<file path="config.mk">
export PLATFORM = sky130hd
export DESIGN_NAME = bus_arbiter_fifo_snoop_flat
export DESIGN_NICKNAME = d
export VERILOG_FILES = /design/src/rtl/bus_arbiter_fifo_snoop_if.sv /design/src/rtl/bus_arbiter_fifo_snoop.sv /design/src/flat_wrapper.sv
export SDC_FILE = /design/constraint.sdc
export NUM_CORES = 1
export LEC_CHECK = 0
export ABC_AREA = 1
export BUFFER_PORTS_ARGS = -buffer_cell sky130_fd_sc_hd__buf_2
export CORE_MARGIN = 2
export CORE_UTILIZATION = 30
export CTS_CLUSTER_SIZE = 12
export DETAILED_ROUTE_END_ITERATION = 8
export GPL_ROUTABILITY_DRIVEN = 0
export SLEW_MARGIN = 0
export SYNTH_ARGS = -nofsm -noshare
export SYNTH_HDL_FRONTEND = slang
export SYNTH_SLANG_ARGS = --single-unit
export TNS_END_PERCENT = 30
</file>
<file path="constraint.sdc">
create_clock -name clk -period 2.7 [get_ports clk]
set_input_delay 0.54 -clock clk [delete_from_list [all_inputs] [get_ports clk]]
set_output_delay 0.54 -clock clk [all_outputs]
set_load 0.01 [all_outputs]
</file>
<file path="src/rtl/bus_arbiter_fifo_snoop_if.sv">
// Common-bus handshake bundle between the L1 requesters/snoopers and the FIFO-order arbiter.
// The master modport is the requester side and the slave modport is the arbiter side.
interface bus_arbiter_fifo_snoop_if #(
    parameter int NUM_PROC  = 8,
    parameter int NUM_SNOOP = 4,
    parameter int ID_W      = $clog2(NUM_PROC)
);
    logic [NUM_PROC-1:0]  Com_Bus_Req_proc;
    logic [NUM_PROC-1:0]  Com_Bus_Gnt_proc;
    logic [NUM_SNOOP-1:0] Com_Bus_Req_snoop;
    logic [NUM_SNOOP-1:0] Com_Bus_Gnt_snoop;
    logic                 Mem_snoop_req;
    logic                 Mem_snoop_gnt;
    logic [ID_W-1:0]      owner_id;
    logic [ID_W:0]        queue_count;
    logic                 busy;

    modport master (
        output Com_Bus_Req_proc, Com_Bus_Req_snoop, Mem_snoop_req,
        input  Com_Bus_Gnt_proc, Com_Bus_Gnt_snoop, Mem_snoop_gnt,
        input  owner_id, queue_count, busy
    );

    modport slave (
        input  Com_Bus_Req_proc, Com_Bus_Req_snoop, Mem_snoop_req,
        output Com_Bus_Gnt_proc, Com_Bus_Gnt_snoop, Mem_snoop_gnt,
        output owner_id, queue_count, busy
    );
endinterface

</file>
<file path="src/rtl/bus_arbiter_fifo_snoop.sv">
// Common-bus arbiter: processor requesters are granted in arrival order, and snoop responses
// (other cores first, then memory) are interjected at most once each per processor tenure.
module bus_arbiter_fifo_snoop #(
    parameter int NUM_PROC  = 8,
    parameter int NUM_SNOOP = 4,
    parameter int ID_W      = $clog2(NUM_PROC)
) (
    input  logic                     clk,
    input  logic                     rst,
    bus_arbiter_fifo_snoop_if.slave  bus
);
    localparam int PER_CORE = NUM_PROC / NUM_SNOOP;

    typedef enum logic [1:0] {
        ST_IDLE  = 2'd0,
        ST_PROC  = 2'd1,
        ST_SNOOP = 2'd2,
        ST_MEM   = 2'd3
    } state_t;

    state_t               state_q, state_d;
    logic [NUM_PROC-1:0]  prev_req_q, prev_req_d;
    logic [NUM_PROC-1:0]  pending_q, pending_d;
    logic [NUM_PROC-1:0]  queued_q, queued_d;
    logic [ID_W-1:0]      fifo_q [NUM_PROC];
    logic [ID_W-1:0]      fifo_d [NUM_PROC];
    logic [ID_W-1:0]      head_q, head_d;
    logic [ID_W-1:0]      tail_q, tail_d;
    logic [ID_W:0]        count_q, count_d;
    logic [ID_W-1:0]      owner_q, owner_d;
    logic [NUM_PROC-1:0]  gnt_proc_q, gnt_proc_d;
    logic [NUM_SNOOP-1:0] gnt_snoop_q, gnt_snoop_d;
    logic                 mem_gnt_q, mem_gnt_d;
    logic [NUM_SNOOP-1:0] snoop_served_q, snoop_served_d;
    logic                 mem_served_q, mem_served_d;
    logic                 busy_q, busy_d;

    logic [NUM_PROC-1:0]  rise_s;
    logic [NUM_PROC-1:0]  cand_s;
    logic                 push_s;
    logic                 pop_s;
    logic [ID_W-1:0]      push_id_s;
    logic [ID_W-1:0]      head_id_s;
    logic [NUM_SNOOP-1:0] own_core_mask_s;
    logic [NUM_SNOOP-1:0] snoop_cand_s;
    logic [NUM_SNOOP-1:0] snoop_pick_s;

    function automatic logic [ID_W-1:0] lowest_proc(input logic [NUM_PROC-1:0] v);
        lowest_proc = '0;
        for (int i = NUM_PROC - 1; i >= 0; i--) begin
            if (v[i]) begin
                lowest_proc = ID_W'(i);
            end
        end
    endfunction

    function automatic logic [ID_W-1:0] ptr_inc(input logic [ID_W-1:0] p);
        if (p == ID_W'(NUM_PROC - 1)) begin
            ptr_inc = '0;
        end else begin
            ptr_inc = p + 1'b1;
        end
    endfunction

    // Rise detection and the duplicate-free arrival queue.
    always_comb begin
        rise_s     = bus.Com_Bus_Req_proc & ~prev_req_q;
        cand_s     = (pending_q | rise_s) & ~queued_q;
        push_s     = |cand_s;
        push_id_s  = lowest_proc(cand_s);
        pop_s      = (state_q == ST_IDLE) && (count_q != '0);
        head_id_s  = fifo_q[head_q];
        prev_req_d = bus.Com_Bus_Req_proc;
        pending_d  = pending_q | rise_s;
        queued_d   = queued_q;
        fifo_d     = fifo_q;
        if (pop_s) begin
            queued_d[head_id_s] = 1'b0;
            head_d              = ptr_inc(head_q);
        end else begin
            head_d = head_q;
        end
        // The popped id is queued and the pushed id is not, so these never collide.
        if (push_s) begin
            pending_d[push_id_s] = 1'b0;
            queued_d[push_id_s]  = 1'b1;
            fifo_d[tail_q]       = push_id_s;
            tail_d               = ptr_inc(tail_q);
        end else begin
            tail_d = tail_q;
        end
        case ({push_s, pop_s})
            2'b10:   count_d = count_q + 1'b1;
            2'b01:   count_d = count_q - 1'b1;
            default: count_d = count_q;
        endcase
    end

    // Tenure state machine: grant the queue head, interject snoops, honour the release.
    always_comb begin
        own_core_mask_s = '0;
        for (int j = 0; j < NUM_SNOOP; j++) begin
            if ((int'(owner_q) / PER_CORE) == j) begin
                own_core_mask_s[j] = 1'b1;
            end else begin
                own_core_mask_s[j] = 1'b0;
            end
        end
        snoop_cand_s   = bus.Com_Bus_Req_snoop & ~snoop_served_q & ~own_core_mask_s;
        snoop_pick_s   = snoop_cand_s & (~snoop_cand_s + 1'b1);
        state_d        = state_q;
        owner_d        = owner_q;
        gnt_proc_d     = gnt_proc_q;
        gnt_snoop_d    = gnt_snoop_q;
        mem_gnt_d      = mem_gnt_q;
        snoop_served_d = snoop_served_q;
        mem_served_d   = mem_served_q;
        case (state_q)
            ST_IDLE: begin
                if (pop_s && bus.Com_Bus_Req_proc[head_id_s]) begin
                    owner_d               = head_id_s;
                    gnt_proc_d            = '0;
                    gnt_proc_d[head_id_s] = 1'b1;
                    state_d               = ST_PROC;
                end else begin
                    state_d = ST_IDLE;
                end
            end
            ST_PROC: begin
                if (snoop_cand_s != '0) begin
                    gnt_snoop_d = snoop_pick_s;
                    state_d     = ST_SNOOP;
                end else if (bus.Mem_snoop_req && !mem_served_q) begin
                    mem_gnt_d = 1'b1;
                    state_d   = ST_MEM;
                end else if (!bus.Com_Bus_Req_proc[owner_q]) begin
                    gnt_proc_d     = '0;
                    snoop_served_d = '0;
                    mem_served_d   = 1'b0;
                    state_d        = ST_IDLE;
                end else begin
                    state_d = ST_PROC;
                end
            end
            ST_SNOOP: begin
                if ((bus.Com_Bus_Req_snoop & gnt_snoop_q) == '0) begin
                    snoop_served_d = snoop_served_q | gnt_snoop_q;
                    gnt_snoop_d    = '0;
                    state_d        = ST_PROC;
                end else begin
                    state_d = ST_SNOOP;
                end
            end
            ST_MEM: begin
                if (!bus.Mem_snoop_req) begin
                    mem_gnt_d    = 1'b0;
                    mem_served_d = 1'b1;
                    state_d      = ST_PROC;
                end else begin
                    state_d = ST_MEM;
                end
            end
            default: begin
                gnt_proc_d  = '0;
                gnt_snoop_d = '0;
                mem_gnt_d   = 1'b0;
                state_d     = ST_IDLE;
            end
        endcase
        busy_d = (state_d != ST_IDLE);
    end

    // State register; reset drops every grant and flushes the queue at the same edge.
    always_ff @(posedge clk) begin
        if (rst) begin
            state_q        <= ST_IDLE;
            prev_req_q     <= '0;
            pending_q      <= '0;
            queued_q       <= '0;
            fifo_q         <= '{default: '0};
            head_q         <= '0;
            tail_q         <= '0;
            count_q        <= '0;
            owner_q        <= '0;
            gnt_proc_q     <= '0;
            gnt_snoop_q    <= '0;
            mem_gnt_q      <= 1'b0;
            snoop_served_q <= '0;
            mem_served_q   <= 1'b0;
            busy_q         <= 1'b0;
        end else begin
            state_q        <= state_d;
            prev_req_q     <= prev_req_d;
            pending_q      <= pending_d;
            queued_q       <= queued_d;
            fifo_q         <= fifo_d;
            head_q         <= head_d;
            tail_q         <= tail_d;
            count_q        <= count_d;
            owner_q        <= owner_d;
            gnt_proc_q     <= gnt_proc_d;
            gnt_snoop_q    <= gnt_snoop_d;
            mem_gnt_q      <= mem_gnt_d;
            snoop_served_q <= snoop_served_d;
            mem_served_q   <= mem_served_d;
            busy_q         <= busy_d;
        end
    end

    assign bus.Com_Bus_Gnt_proc  = gnt_proc_q;
    assign bus.Com_Bus_Gnt_snoop = gnt_snoop_q;
    assign bus.Mem_snoop_gnt     = mem_gnt_q;
    assign bus.owner_id          = owner_q;
    assign bus.queue_count       = count_q;
    assign bus.busy              = busy_q;
endmodule

</file>
<file path="src/flat_wrapper.sv">
// flat-port wrapper written by rule: the top's interface ports become plain ports
module bus_arbiter_fifo_snoop_flat 
#(
    parameter int NUM_PROC  = 8,
    parameter int NUM_SNOOP = 4,
    parameter int ID_W      = $clog2(NUM_PROC)
)
  (clk, rst, bus_Com_Bus_Req_proc, bus_Com_Bus_Req_snoop, bus_Mem_snoop_req, bus_Com_Bus_Gnt_proc, bus_Com_Bus_Gnt_snoop, bus_Mem_snoop_gnt, bus_owner_id, bus_queue_count, bus_busy);
  bus_arbiter_fifo_snoop_if #(.NUM_PROC(NUM_PROC), .NUM_SNOOP(NUM_SNOOP), .ID_W(ID_W)) bus_i ();
  input  logic clk;
  input  logic rst;
  input wire logic [$bits(bus_i.Com_Bus_Req_proc)-1:0] bus_Com_Bus_Req_proc;
  input wire logic [$bits(bus_i.Com_Bus_Req_snoop)-1:0] bus_Com_Bus_Req_snoop;
  input wire logic [$bits(bus_i.Mem_snoop_req)-1:0] bus_Mem_snoop_req;
  output wire logic [$bits(bus_i.Com_Bus_Gnt_proc)-1:0] bus_Com_Bus_Gnt_proc;
  output wire logic [$bits(bus_i.Com_Bus_Gnt_snoop)-1:0] bus_Com_Bus_Gnt_snoop;
  output wire logic [$bits(bus_i.Mem_snoop_gnt)-1:0] bus_Mem_snoop_gnt;
  output wire logic [$bits(bus_i.owner_id)-1:0] bus_owner_id;
  output wire logic [$bits(bus_i.queue_count)-1:0] bus_queue_count;
  output wire logic [$bits(bus_i.busy)-1:0] bus_busy;
  assign bus_i.Com_Bus_Req_proc = bus_Com_Bus_Req_proc;
  assign bus_i.Com_Bus_Req_snoop = bus_Com_Bus_Req_snoop;
  assign bus_i.Mem_snoop_req = bus_Mem_snoop_req;
  assign bus_Com_Bus_Gnt_proc = bus_i.Com_Bus_Gnt_proc;
  assign bus_Com_Bus_Gnt_snoop = bus_i.Com_Bus_Gnt_snoop;
  assign bus_Mem_snoop_gnt = bus_i.Mem_snoop_gnt;
  assign bus_owner_id = bus_i.owner_id;
  assign bus_queue_count = bus_i.queue_count;
  assign bus_busy = bus_i.busy;
  bus_arbiter_fifo_snoop #(.NUM_PROC(NUM_PROC), .NUM_SNOOP(NUM_SNOOP), .ID_W(ID_W)) u_core (.clk(clk), .rst(rst), .bus(bus_i));
endmodule
</file>
==> summary.md <==
| Metric | Value |
|---|---|
| Outcome | `completed` |
| Clk buf depth | `2` |
| Fillers | `approximately 1.5k` |
| Placed cells | `815` |
| Crit path top cell by count | `nor2_1` |
| Rows | `43` |
| Worst setup EP type | `flip-flop` |
| Area share of the largest cell type after synthesis | `between 30% and 40%` |
| Most frequent cells in the layout | `nand2_1, dfxtp_1, inv_1` |
| Met1 usage | `between 10% and 20%` |
| Via count | `3,707` |
| Die outline height | `121.9 um` |
| Synth Flop Type | `dfxtp_1` |
| CORE AREA | `roughly 14,000 um^2` |
| Worst min path class | `flip-flop to flip-flop` |
| Largest net degree at the start of global routing | `43` |
| Non-filler cells in the finished layout | `831` |
| Leading cell type in the layout, fill and taps excluded | `nand2_1` |
| CP max stage cell | `ha_1` |
| Final setup violation count | `0` |
| Int Power | `about 0.003 W` |
| CP Data Arrival Time | `around 2.6 ns` |
| Input/output buffers | `35` |
| Drt drc | `0` |
| Slew Limit Fails | `0` |
| Worst Path Required | `2.93 ns` |
| Post-CTS Setup Bufs | `0` |
| Synth warn | `0` |
| Syn_nets | `between 600 and 700` |
| Wire per inst | `between 10 and 15 um` |
| Place WS | `-0.07810 ns` |
| Grt met3 use | `between 3 and 4%` |
| Met2 Use GR | `about 22%` |
| Unrepaired setup endpoints after global routing | `no` |
| CTS tree | `yes` |
| Max Cap Viol | `0` |
| Global-route wire length before repair | `between 15 and 20 mm` |
| Nets | `between 600 and 700` |
| Slew HR | `around two thirds` |
| Clock network fraction of design power | `between 20% and 30%` |
| Post-DR vias/cell | `~4.5` |
| Initial antenna violation count | `0` |
| Largest area contributor in the netlist | `dfxtp_1` |
| Initial core utilization | `30.40%` |
| Vias in the first global route | `around 3.6k` |
| Slew @ Worst Pin | `between 0.4 and 0.5 ns` |
| Asr flop ratio synth | `0%` |
| Num CTS Buffers | `9` |
| Synth Instances | `594` |
| Sw frac | `approximately 44%` |
| Max incr delay on CP | `roughly 0.33 ns` |
| Power share of the combinational group | `between 40 and 50%` |
| Io pins | `36` |
| Setup TNS Final | `0 ns` |
| Final min period | `2.361 ns` |
| Clk slew on worst S/H paths | `approximately 0.060 ns` |
| Clk_lat worst skew | `between 0.3 and 0.4 ns` |
| Post-synthesis register bit count | `82` |
| Die Wd | `about 120 um` |
| ANT cells | `0` |
| Flop pwr share | `29.9%` |
| Antenna viol nets, final | `0` |
| Post-synthesis sequential area ratio | `between 30% and 40%` |
| Die Area | `~15,000 um^2` |
| Final WS setup | `around 0.34 ns` |
| Worst path cell trace | `buf_2 -> inv_2 -> nor2_1 -> nor2_1 -> or2_2 -> nand2_1 -> nor2_1 -> nand2_1 -> inv_2 -> ha_1 -> ha_1 -> nand2_1 -> nor2_1 -> a211oi_2 -> nor2_1 -> nor2_1 -> nand2_1 -> o21ai_0 -> a21oi_1` |
| H-Tree Depth | `3` |
| GRT Util Overall | `between 10% and 20%` |
| DR pass1 iterations | `4` |
| Fmax | `0.4236 GHz` |
| EDFF count, synth | `0` |
| Pwr dens | `about 1100 nW/um^2` |
| Total wire length | `roughly 9.9 mm` |
| Starting DRT DRC Count | `around 220` |
| Maximum VDD drop | `397.6 uV` |
| Post-Syn Area | `between 4000 and 5000 um^2` |
| CP max FO | `3` |
| Kind of critical path | `primary input to flip-flop` |
| Gr busiest metal | `met2` |
| P&R area growth vs syn | `17.22%` |
| Clock sinks | `82` |
| Final Hold Fails | `0` |
| Hold slack | `approximately 0.45 ns` |
| DP Wirelength | `7.190 mm` |
| Final period utilization | `87.43%` |
| P_sw | `between 0.002 and 0.0025 W` |
| Leak | `2.305 nW` |
| Average size of a mapped cell | `~7.0 um^2` |
| Grt total ovfl | `0` |
| Synth unique cells | `41` |
| Clock skew | `0.003770 ns` |
| Area contributors post-synth | `dfxtp_1, nand2_1, inv_1, a21oi_1, nor2_1` |
| Root Driver | `clkbuf_16` |
| Share of cells above drive strength 1 | `between 10% and 20%` |
| CP Launch Type | `primary input` |
-- logic make-up after synthesis --
kind of cell             count (synthesis)  share of synthesized area, %
adder cells (fa/ha/maj)                  8                         2.580
buffers and inverters                  105                         10.86
AO/OA/AOI/OAI                          120                         16.11
flip-flops                              82                         39.36
AND/OR/NAND/NOR                        278                         30.87
XOR/XNOR                                 1                        0.2101
-- what timing repair did --
action / in CTS / in global routing
gates resized for setup: 0 / 2
hold buffers: 0 / 0
hold endpoints to repair: 0 / 0
endpoints found under the setup margin: 0 / 1
-- path summary, 6_finish.rpt --
kind	startpoint	endpoint	slack (ns)	cells after the start
hold reg to reg	u_core.fifo_q[16]$_SDFFE_PP0P_	u_core.fifo_q[16]$_SDFFE_PP0P_	0.45	2
hold / removal	u_core.fifo_q[16]$_SDFFE_PP0P_	u_core.fifo_q[16]$_SDFFE_PP0P_	0.45	2
setup / recovery	bus_Com_Bus_Req_proc[2]	u_core.bus.queue_count[3]$_SDFFE_PP0P_	0.34	19
setup reg to reg	u_core.prev_req_q[2]$_SDFF_PP0_	u_core.bus.queue_count[3]$_SDFFE_PP0P_	0.38	17
-- power by group through the flow --
stage,Combinational (W),Clock [W],Sequential (W)
after detailed placement,0.00262,0,0.00162
final,0.00263,0.00112,0.00160
after floorplan,0.00208,0,0.00163
after global placement,0.00261,0,0.00163
after global routing,0.00302,0.00120,0.00163
after CTS,0.00264,0.00115,0.00160
-- critical path: cells and delay by family --
family / cells / cell delay (ns)
fa+ha+maj: 2 / 0.53
simple gates: 11 / 0.94
compound gates: 3 / 0.38
buf+inv: 3 / 0.18
-- cells in the mapped netlist, types with 2 or more instances --
master / n
nand3_2: 13
nand2_2: 8
nor2_1: 69
o21ai_1: 8
buf_1: 2
o21ai_0: 31
a211oi_1: 3
nand3_1: 29
nand4_1: 2
o211ai_1: 2
a21oi_1: 58
and2_1: 2
inv_1: 80
inv_2: 9
o21bai_1: 5
nor2_2: 7
buf_2: 2
clkbuf_1: 5
dfxtp_1: 82
nand2_1: 129
or2_2: 2
ha_1: 7
buf_6: 2
a21oi_2: 9
nor3_1: 8
nand2_4: 5
-- registers in the layout, indices dropped and copies added (netlist names) --
register                      cells
u_core.queued_q                   8
u_core.bus.queue_count            4
u_core.bus.busy                   1
u_core.fifo_q                    24
u_core.bus.owner_id               3
u_core.prev_req_q                 8
u_core.state_q                    2
u_core.pending_q                  8
u_core.mem_served_q               1
u_core.head_q                     3
u_core.snoop_served_q             4
u_core.bus.Com_Bus_Gnt_proc       8
u_core.bus.Com_Bus_Gnt_snoop      4
u_core.tail_q                     3
u_core.bus.Mem_snoop_gnt          1
-- cell type report --
cell class | count | area, um^2 | share of cell area, %
Tap cell | 180 | 225.2 | 4.607
Clock buffer | 13 | 250.2 | 5.119
Inverter | 90 | 340.3 | 6.962
Clock inverter | 3 | 15.01 | 0.3071
Sequential cell | 82 | 1642 | 33.58
Multi-Input combinational cell | 407 | 2083 | 42.62
Timing Repair Buffer | 56 | 332.8 | 6.808
-- metrics by stage --
stage / power, W / instance area [um^2] / utilization, %
after floorplan: 0.003717 / 4170 / -
after global placement: 0.004234 / 4616 / 33.64
after detailed placement: 0.004246 / 4616 / 33.64
after CTS: 0.005393 / 4881 / 35.58
after global routing: 0.005849 / 4888 / 35.63
final: 0.005351 / 4888 / 35.63
-- per-layer routing --
layer  vias to the layer above  part of all wire (%)
met4                         0                   1.4
met5                         -                     0
li1                       1996                     -
met2                        63                    43
met1                      1635                    51
met3                        13                   4.0
No activity file was read; power rests on OpenSTA's default activity.
